$ cat config.mk
export PLATFORM = sky130hd
export DESIGN_NAME = hazard_ctrl
export DESIGN_NICKNAME = d
export VERILOG_FILES = /design/src/rtl/hazard_ctrl.sv
export SDC_FILE = /design/constraint.sdc
export NUM_CORES = 1
export LEC_CHECK = 0
export CORE_MARGIN = 3
export CORE_UTILIZATION = 55
export DETAILED_ROUTE_END_ITERATION = 16
export DONT_BUFFER_PORTS = 1
export GPL_ROUTABILITY_DRIVEN = 0
export GPL_TIMING_DRIVEN = 0
export PLACE_DENSITY = 0.81
export SYNTH_ARGS = -nofsm -noshare
export SYNTH_HDL_FRONTEND = slang
export SYNTH_SLANG_ARGS = --single-unit
$ cat constraint.sdc
create_clock -name CLK -period 3.7 [get_ports CLK]
set_input_delay 1.11 -clock CLK [delete_from_list [all_inputs] [get_ports CLK]]
set_output_delay 1.11 -clock CLK [all_outputs]
set_load 0.02 [all_outputs]
$ cat src/rtl/hazard_ctrl.sv
// Hazard and forwarding controller for the 5-stage pipeline: operand forwarding,
// load-use bubbles, memory-wait stalls with a watchdog, and a stall-cycle counter.
module hazard_ctrl #(
  parameter int MAX_WAIT = 16,
  parameter int CNT_W    = 16
) (
  input  logic             CLK,
  input  logic             RST_N,
  input  logic [4:0]       RA1_D,
  input  logic [4:0]       RA2_D,
  input  logic [4:0]       RA1_E,
  input  logic [4:0]       RA2_E,
  input  logic [4:0]       RS_E,
  input  logic             REG_WRITE_E,
  input  logic             MEM_TO_REG_E,
  input  logic [4:0]       RS_M,
  input  logic             REG_WRITE_M,
  input  logic             MEM_REQ_M,
  input  logic             MEM_READY,
  input  logic [4:0]       RS_W,
  input  logic             REG_WRITE_W,
  output logic [1:0]       FORWARD_A_E,
  output logic [1:0]       FORWARD_B_E,
  output logic             STALL_F,
  output logic             STALL_D,
  output logic             STALL_E,
  output logic             STALL_M,
  output logic             FLUSH_E,
  output logic             ERR,
  output logic [CNT_W-1:0] STALL_CYCLES
);

  localparam int WCNT_W = (MAX_WAIT < 1) ? 1 : $clog2(MAX_WAIT + 1);

  typedef enum logic [1:0] {
    ST_RUN      = 2'd0,
    ST_MEM_WAIT = 2'd1,
    ST_ERROR    = 2'd2
  } state_t;

  state_t              state_r;
  state_t              next_state_s;
  logic [WCNT_W-1:0]   wait_cnt_r;
  logic [WCNT_W-1:0]   wait_cnt_nxt_s;
  logic                err_r;
  logic [CNT_W-1:0]    stall_cnt_r;
  logic                lu_s;
  logic                mem_pend_s;
  logic [1:0]          fwd_a_s;
  logic [1:0]          fwd_b_s;
  logic                stall_f_s;
  logic                stall_d_s;
  logic                stall_e_s;
  logic                stall_m_s;
  logic                flush_e_s;

  // Register 0 is hard-wired, so it never creates a dependency.
  function automatic logic reg_match(input logic [4:0] a, input logic [4:0] b);
    return (a != 5'd0) && (a == b);
  endfunction

  function automatic logic [1:0] fwd_sel(input logic [4:0] ra,
                                         input logic [4:0] rs_m, input logic rw_m,
                                         input logic [4:0] rs_w, input logic rw_w);
    logic [1:0] sel;
    if (rw_m && reg_match(rs_m, ra)) begin
      sel = 2'b10;
    end else if (rw_w && reg_match(rs_w, ra)) begin
      sel = 2'b01;
    end else begin
      sel = 2'b00;
    end
    return sel;
  endfunction

  assign lu_s       = REG_WRITE_E && MEM_TO_REG_E &&
                      (reg_match(RS_E, RA1_D) || reg_match(RS_E, RA2_D));
  assign mem_pend_s = MEM_REQ_M && !MEM_READY;

  // Forwarding selects, forced to the register file while in reset.
  always_comb begin
    fwd_a_s = 2'b00;
    fwd_b_s = 2'b00;
    if (RST_N) begin
      fwd_a_s = fwd_sel(RA1_E, RS_M, REG_WRITE_M, RS_W, REG_WRITE_W);
      fwd_b_s = fwd_sel(RA2_E, RS_M, REG_WRITE_M, RS_W, REG_WRITE_W);
    end else begin
      fwd_a_s = 2'b00;
      fwd_b_s = 2'b00;
    end
  end

  // Next-state, watchdog counter and stall/flush decode.
  always_comb begin
    next_state_s   = state_r;
    wait_cnt_nxt_s = wait_cnt_r;
    stall_f_s      = 1'b0;
    stall_d_s      = 1'b0;
    stall_e_s      = 1'b0;
    stall_m_s      = 1'b0;
    flush_e_s      = 1'b0;
    if (!RST_N) begin
      next_state_s   = ST_RUN;
      wait_cnt_nxt_s = {WCNT_W{1'b0}};
      flush_e_s      = 1'b1;
    end else begin
      case (state_r)
        ST_RUN: begin
          if (mem_pend_s) begin
            {stall_f_s, stall_d_s, stall_e_s, stall_m_s} = 4'b1111;
            next_state_s   = ST_MEM_WAIT;
            wait_cnt_nxt_s = WCNT_W'(1);
          end else if (lu_s) begin
            stall_f_s = 1'b1;
            stall_d_s = 1'b1;
            flush_e_s = 1'b1;
          end else begin
            wait_cnt_nxt_s = {WCNT_W{1'b0}};
          end
        end
        ST_MEM_WAIT: begin
          // Memory completion releases the pipeline in the same cycle.
          if (MEM_READY) begin
            next_state_s   = ST_RUN;
            wait_cnt_nxt_s = {WCNT_W{1'b0}};
            if (lu_s) begin
              stall_f_s = 1'b1;
              stall_d_s = 1'b1;
              flush_e_s = 1'b1;
            end else begin
              flush_e_s = 1'b0;
            end
          end else begin
            {stall_f_s, stall_d_s, stall_e_s, stall_m_s} = 4'b1111;
            if (wait_cnt_r == WCNT_W'(MAX_WAIT)) begin
              next_state_s = ST_ERROR;
            end else begin
              wait_cnt_nxt_s = wait_cnt_r + WCNT_W'(1);
            end
          end
        end
        ST_ERROR: begin
          {stall_f_s, stall_d_s, stall_e_s, stall_m_s} = 4'b1111;
        end
        default: begin
          next_state_s   = ST_RUN;
          wait_cnt_nxt_s = {WCNT_W{1'b0}};
        end
      endcase
    end
  end

  // State, watchdog, sticky error and saturating stall counter registers.
  always_ff @(posedge CLK) begin
    if (!RST_N) begin
      state_r     <= ST_RUN;
      wait_cnt_r  <= {WCNT_W{1'b0}};
      err_r       <= 1'b0;
      stall_cnt_r <= {CNT_W{1'b0}};
    end else begin
      state_r    <= next_state_s;
      wait_cnt_r <= wait_cnt_nxt_s;
      err_r      <= (next_state_s == ST_ERROR);
      if (stall_d_s && (stall_cnt_r != {CNT_W{1'b1}})) begin
        stall_cnt_r <= stall_cnt_r + CNT_W'(1);
      end else begin
        stall_cnt_r <= stall_cnt_r;
      end
    end
  end

  assign FORWARD_A_E  = fwd_a_s;
  assign FORWARD_B_E  = fwd_b_s;
  assign STALL_F      = stall_f_s;
  assign STALL_D      = stall_d_s;
  assign STALL_E      = stall_e_s;
  assign STALL_M      = stall_m_s;
  assign FLUSH_E      = flush_e_s;
  assign ERR          = err_r;
  assign STALL_CYCLES = stall_cnt_r;

endmodule

* Word-level counts from Yosys, hierarchy flattened
Cells that the tools add are included.
** Storage, ports and cells
- Bits in writable memories :: 0
- Bits in registers :: 24
- Latch bits :: 0
- Output and inout bits :: 26
- Memories :: 0
- Bits in read-only memories :: 0
** Cells by class
- $lt $le $gt $ge :: 0
- Bitwise operators :: 1
- Muxes and demuxes :: 29
- Multiply operators :: 0
- Shifts and indexed selects :: 0
- $add $sub $neg :: 2
- Reduce and logical (&&, ||, !) cells :: 21
- Equality and inequality tests :: 13
- Div/mod/pow operators :: 0
** Operators by type and width (count)
- $eq 5x5->1 :: 6
- $mux 5 :: 4
- $add 16x1->16 const B :: 1
- $mux 2 :: 8
- $ne 16x16->1 const B :: 1
- $pmux 5 s3 :: 1
- $reduce_bool 5->1 :: 3
- $logic_and 1x1->1 :: 14
- $mux 1 :: 12
- $ne 3x3->1 const B :: 2
- $pmux 1 s3 :: 2
- $pmux 2 s3 :: 1
- $add 5x1->5 const B :: 1
- $eq 5x5->1 const B :: 1
- $eq 2x2->1 const B :: 2
- $reduce_and 3->1 :: 1
- $eq 2x1->1 const B :: 1
- $logic_not 2->1 :: 1
- $pmux 1 s2 :: 1
- $logic_not 1->1 :: 1
- $logic_or 1x1->1 :: 1
- $not 1->1 :: 1

* Depth between registers and ports, before layout
- Depth in word-level cells :: 9
- Mapped depth :: 8
- Gate-level depth less buffers :: 8

* Least setup slack after synthesis
OpenSTA, ideal clock, no wires.
- Kind :: input-to-output
- Start point :: input RS_M[1]
- End point :: output FORWARD_A_E[0]
- Stages :: 4
- Required time :: 2.590 ns
- Slack :: -0.037 ns
- Buffers on the path :: 0
- Arrival :: 2.627 ns
- Path through :: or4_1 -> o21ai_0 -> nor4_1 -> nor4_1
** Between the ends
- Cells in the longest elaborated chain, start to end :: 5
- Elaborated cells between the ends (all ways) :: 6
** RTL lines
- start, declared :: RTL line 16 : input logic [4:0] RS_M,
- $eq 5x5->1 / $reduce_bool 5->1 (equally long branches) :: RTL line 59 : return (a != 5'd0) && (a == b);
- $logic_and 1x1->1 (*) :: RTL line 59
- $logic_and 1x1->1 (*) :: RTL line 66 : if (rw_m && reg_match(rs_m, ra)) begin
- $mux 2 (*) :: RTL line 66
- $mux 2 (*) :: RTL line 84 : if (RST_N) begin
- end, declared :: RTL line 22 : output logic [1:0] FORWARD_A_E,
Mark *: on every way between the ends. The rest lies on a longest branch, timed or not.

* Worst setup path after layout
- Start point :: input RS_E[1]
- End point :: output STALL_F
** Between the ends
- Cells in the longest elaborated chain, start to end :: 8
- Elaborated cells between the ends (all ways) :: 12
** RTL lines
- start, declared :: RTL line 13 : input logic [4:0] RS_E,
- $eq 5x5->1 / $reduce_bool 5->1 (equally long branches) :: RTL line 59
- $logic_and 1x1->1 :: RTL line 59
- $logic_or 1x1->1 (*) :: RTL line 77 : (reg_match(RS_E, RA1_D) || reg_match(RS_E, RA2_D));
- $logic_and 1x1->1 (*) :: RTL line 76 : assign lu_s = REG_WRITE_E && MEM_TO_REG_E &&
- $mux 1 (*)
- $mux 1, on equally long branches
- $pmux 1 s3 (*)
- $mux 1 (*)
- end, declared :: RTL line 24 : output logic STALL_F,
Marks and branches as above.

==> run summary <==
status -> completed
WP data arrival -> 2.53 ns
Rel. slew slack -> 48.56%
Hold Fails Final Rpt -> 0
startpoint types -> primary input
core outline area -> 0.002853 sq mm
Unique masters post-synth -> 47
syn_nets -> 247
synth cell count leaders -> dfxtp_1 (24), nand2_1 (20), xnor2_1 (17)
Synth area leader -> dfxtp_1
hold buffers post-CTS -> 0
Synth Cell Area -> 0.001693 sq mm
Layout area overhead -> 7.539%
HPWL Detailed -> 3284 um
Worst Hold Class -> reg -> reg
Layout Cells excl Fill -> 237
first-pass GRT wire length -> 6348 um
most area-consuming cells after synthesis -> dfxtp_1 (28%), xnor2_1 (8.8%), xor2_1 (7.8%)
CTS H-tree depth -> 1
max-slew violations -> 0
Max FO, Critical Path -> 10
placed cells -> 232
Crit Path Class -> in -> out
IO Count -> 69
Skew-Pair Late Insertion Delay -> 0.31 ns
register area share after synthesis -> 28.38%
remaining global-route overflow -> 0
Cell Chain, Critical Path -> or4_4 -> o2111a_1 -> a21oi_2 -> buf_6 -> nor2_2 -> buf_4
Crit path max-delay family -> simple AND/OR/NAND/NOR gates
setup TNS -> 0 ns
Initial Util -> 59.34%
crit share post-route -> 98.44%
final clock skew -> 0.005507 ns
Post-synth ARST share -> 0%
routed wire length -> 4061 um
# fillers -> 229
via-per-instance ratio -> 6.646
Vias -> 1575
PortBufs -> 0
unrepaired setup endpoints after global routing -> false
Yosys reg bits -> 24
top cell type's share of synthesized area -> 28.38%
power density over the cells -> 308.0 mW/mm^2
number of global-route vias before repair -> 1607
Die H -> 61.48 um
Die W -> 61.48 um
most common cell in the netlist -> dfxtp_1
largest net degree at the start of global routing -> 15
final net count -> 253
FP Rows -> 19
Worst IR Drop VDD -> 0.1590 mV
DRT Pass-1 Iters -> 4
largest stage delay on the critical path -> 0.52 ns
Post-synth EDFFs -> 0
drt wl/cell -> 17.14 um
kind of end point of the critical path -> output port
CP max stage cell -> or4_4
CTS tree -> yes
Clock Path Buffers -> 2
overall routing resource usage -> 21.43%
First DRT Iteration DRCs -> 62
Buf/Inv on CP -> 2
clock transition at the registers of the reported paths -> 0.13 ns
ant diodes -> 0
# setup viols final -> 0
worst-margin pin slew -> 0.7650 ns
CTS root buffer -> clkbuf_4
Synth Instances -> 201
Syn. warnings -> 0
Die Area -> 0.003780 sq mm
Final ANT Viol Nets -> 0
leakage -> 0.0006258 uW
synthesized area per cell -> 8.422 sq um
fin area -> 0.001821 sq mm
max_cap viols -> 0
area post-placement -> 0.001744 sq mm
layout cells sized above 1 -> 10.19%
initial antenna violation count -> 0
Top FF cell, synth -> dfxtp_1
CTS sink cnt -> 24
fin crit period -> 3.642 ns
Num CTS Buffers -> 3
Req. time, crit path -> 2.59 ns
DRC -> 0
Max Fclk -> 0.2745 GHz
## worst paths after layout
| path | endpoint | cells after the start | start | slack [ns] |
|---|---|---|---|---|
| setup reg to reg | STALL_CYCLES[4] | 6 | STALL_CYCLES[0] | 1.39 |
| hold / removal | wait_cnt_r[4] | 2 | wait_cnt_r[4] | 0.51 |
| hold reg to reg | wait_cnt_r[4] | 2 | wait_cnt_r[4] | 0.51 |
| setup / recovery | STALL_F | 6 | RS_E[1] | 0.06 |
## cells by family after synthesis
family / synth area share (%)
AOI/OAI and AO/OA: 19.00
xor gates and xnor gates: 16.56
adders and majority gates: 2.218
buffers and inverters: 4.286
DFF: 28.38
muxes: 2.957
and+or+nand+nor: 26.61
## metal layers
metal  global-route usage (%)  part of all wire, %  up-vias  routed length, um
li1                         -                    -      764                  -
met1                    23.86                   41      735               1658
met2                    39.46                   48       72               1962
met3                    6.499                   10        4                405
met4                    5.152                 0.86        0                 35
met5                        0                    0        -                  0
## report_power, final
| group | total (uW) | switching (uW) | leakage (uW) | internal, uW |
|---|---|---|---|---|
| clock | 189 | 79.4 | 0.0000279 | 109 |
| combinational | 95.9 | 49.7 | 0.000404 | 46.2 |
| sequential | 276 | 9.98 | 0.000194 | 266 |
## through the flow
stage	worst slack, ns	util (%)	hold WS [ns]	power (uW)
floorplan	0.007403	-	0.4587	356.4
global placement	-0.1775	61.14	0.4799	367.4
detailed placement	-0.1970	61.14	0.4991	373.6
CTS	0.03637	63.46	0.5124	561.9
global route	0.008545	63.82	0.5362	585.3
finish	0.05764	63.82	0.5079	560.8
## sequential cells by signal, summed over array words and instances (netlist names)
signal / cells
ERR: 1
STALL_CYCLES: 16
state_r: 2
wait_cnt_r: 5
## worst min-delay path: stages, from the launching register on
cell and delay [ns]:
dfxtp_1 0.36, nand2_1 0.06, o21ai_0 0.06
## cell usage in the layout, fill, tap and decap left out, types with 3 or more instances in the layout
| cell type | count |
|---|---|
| o31ai_1 | 8 |
| nand4_1 | 6 |
| and3_1 | 3 |
| xnor2_1 | 17 |
| xor2_1 | 15 |
| dfxtp_1 | 24 |
| clkbuf_4 | 3 |
| ha_1 | 3 |
| nand2b_1 | 3 |
| a21oi_1 | 8 |
| nand2_1 | 20 |
| o21ai_0 | 7 |
| or4_1 | 10 |
| mux2i_1 | 5 |
| and2_1 | 4 |
| o41ai_1 | 3 |
| inv_1 | 7 |
| nand3_1 | 11 |
| and4_1 | 3 |
| nor4_1 | 3 |
| nor2_1 | 6 |
| buf_4 | 3 |
## what timing repair did
action / in CTS / in global routing
pin swaps: 1 / 1
setup buffers: 1 / 0
setup endpoints to repair: 1 / 2
resized for setup: 2 / 2
## cell type report
| type | instances | area, sq um | share of cell area [%] |
|---|---|---|---|
| buffer | 7 | 50.05 | 2.749 |
| tap | 31 | 38.79 | 2.131 |
| timing repair buffer | 1 | 7.507 | 0.4124 |
| clock inverter | 1 | 30.03 | 1.649 |
| sequential | 24 | 480.5 | 26.39 |
| inverter | 7 | 26.28 | 1.443 |
| multi-input combinational | 163 | 1165 | 63.99 |
| clock buffer | 3 | 22.52 | 1.237 |
No activity file was read; power rests on OpenSTA's default activity.
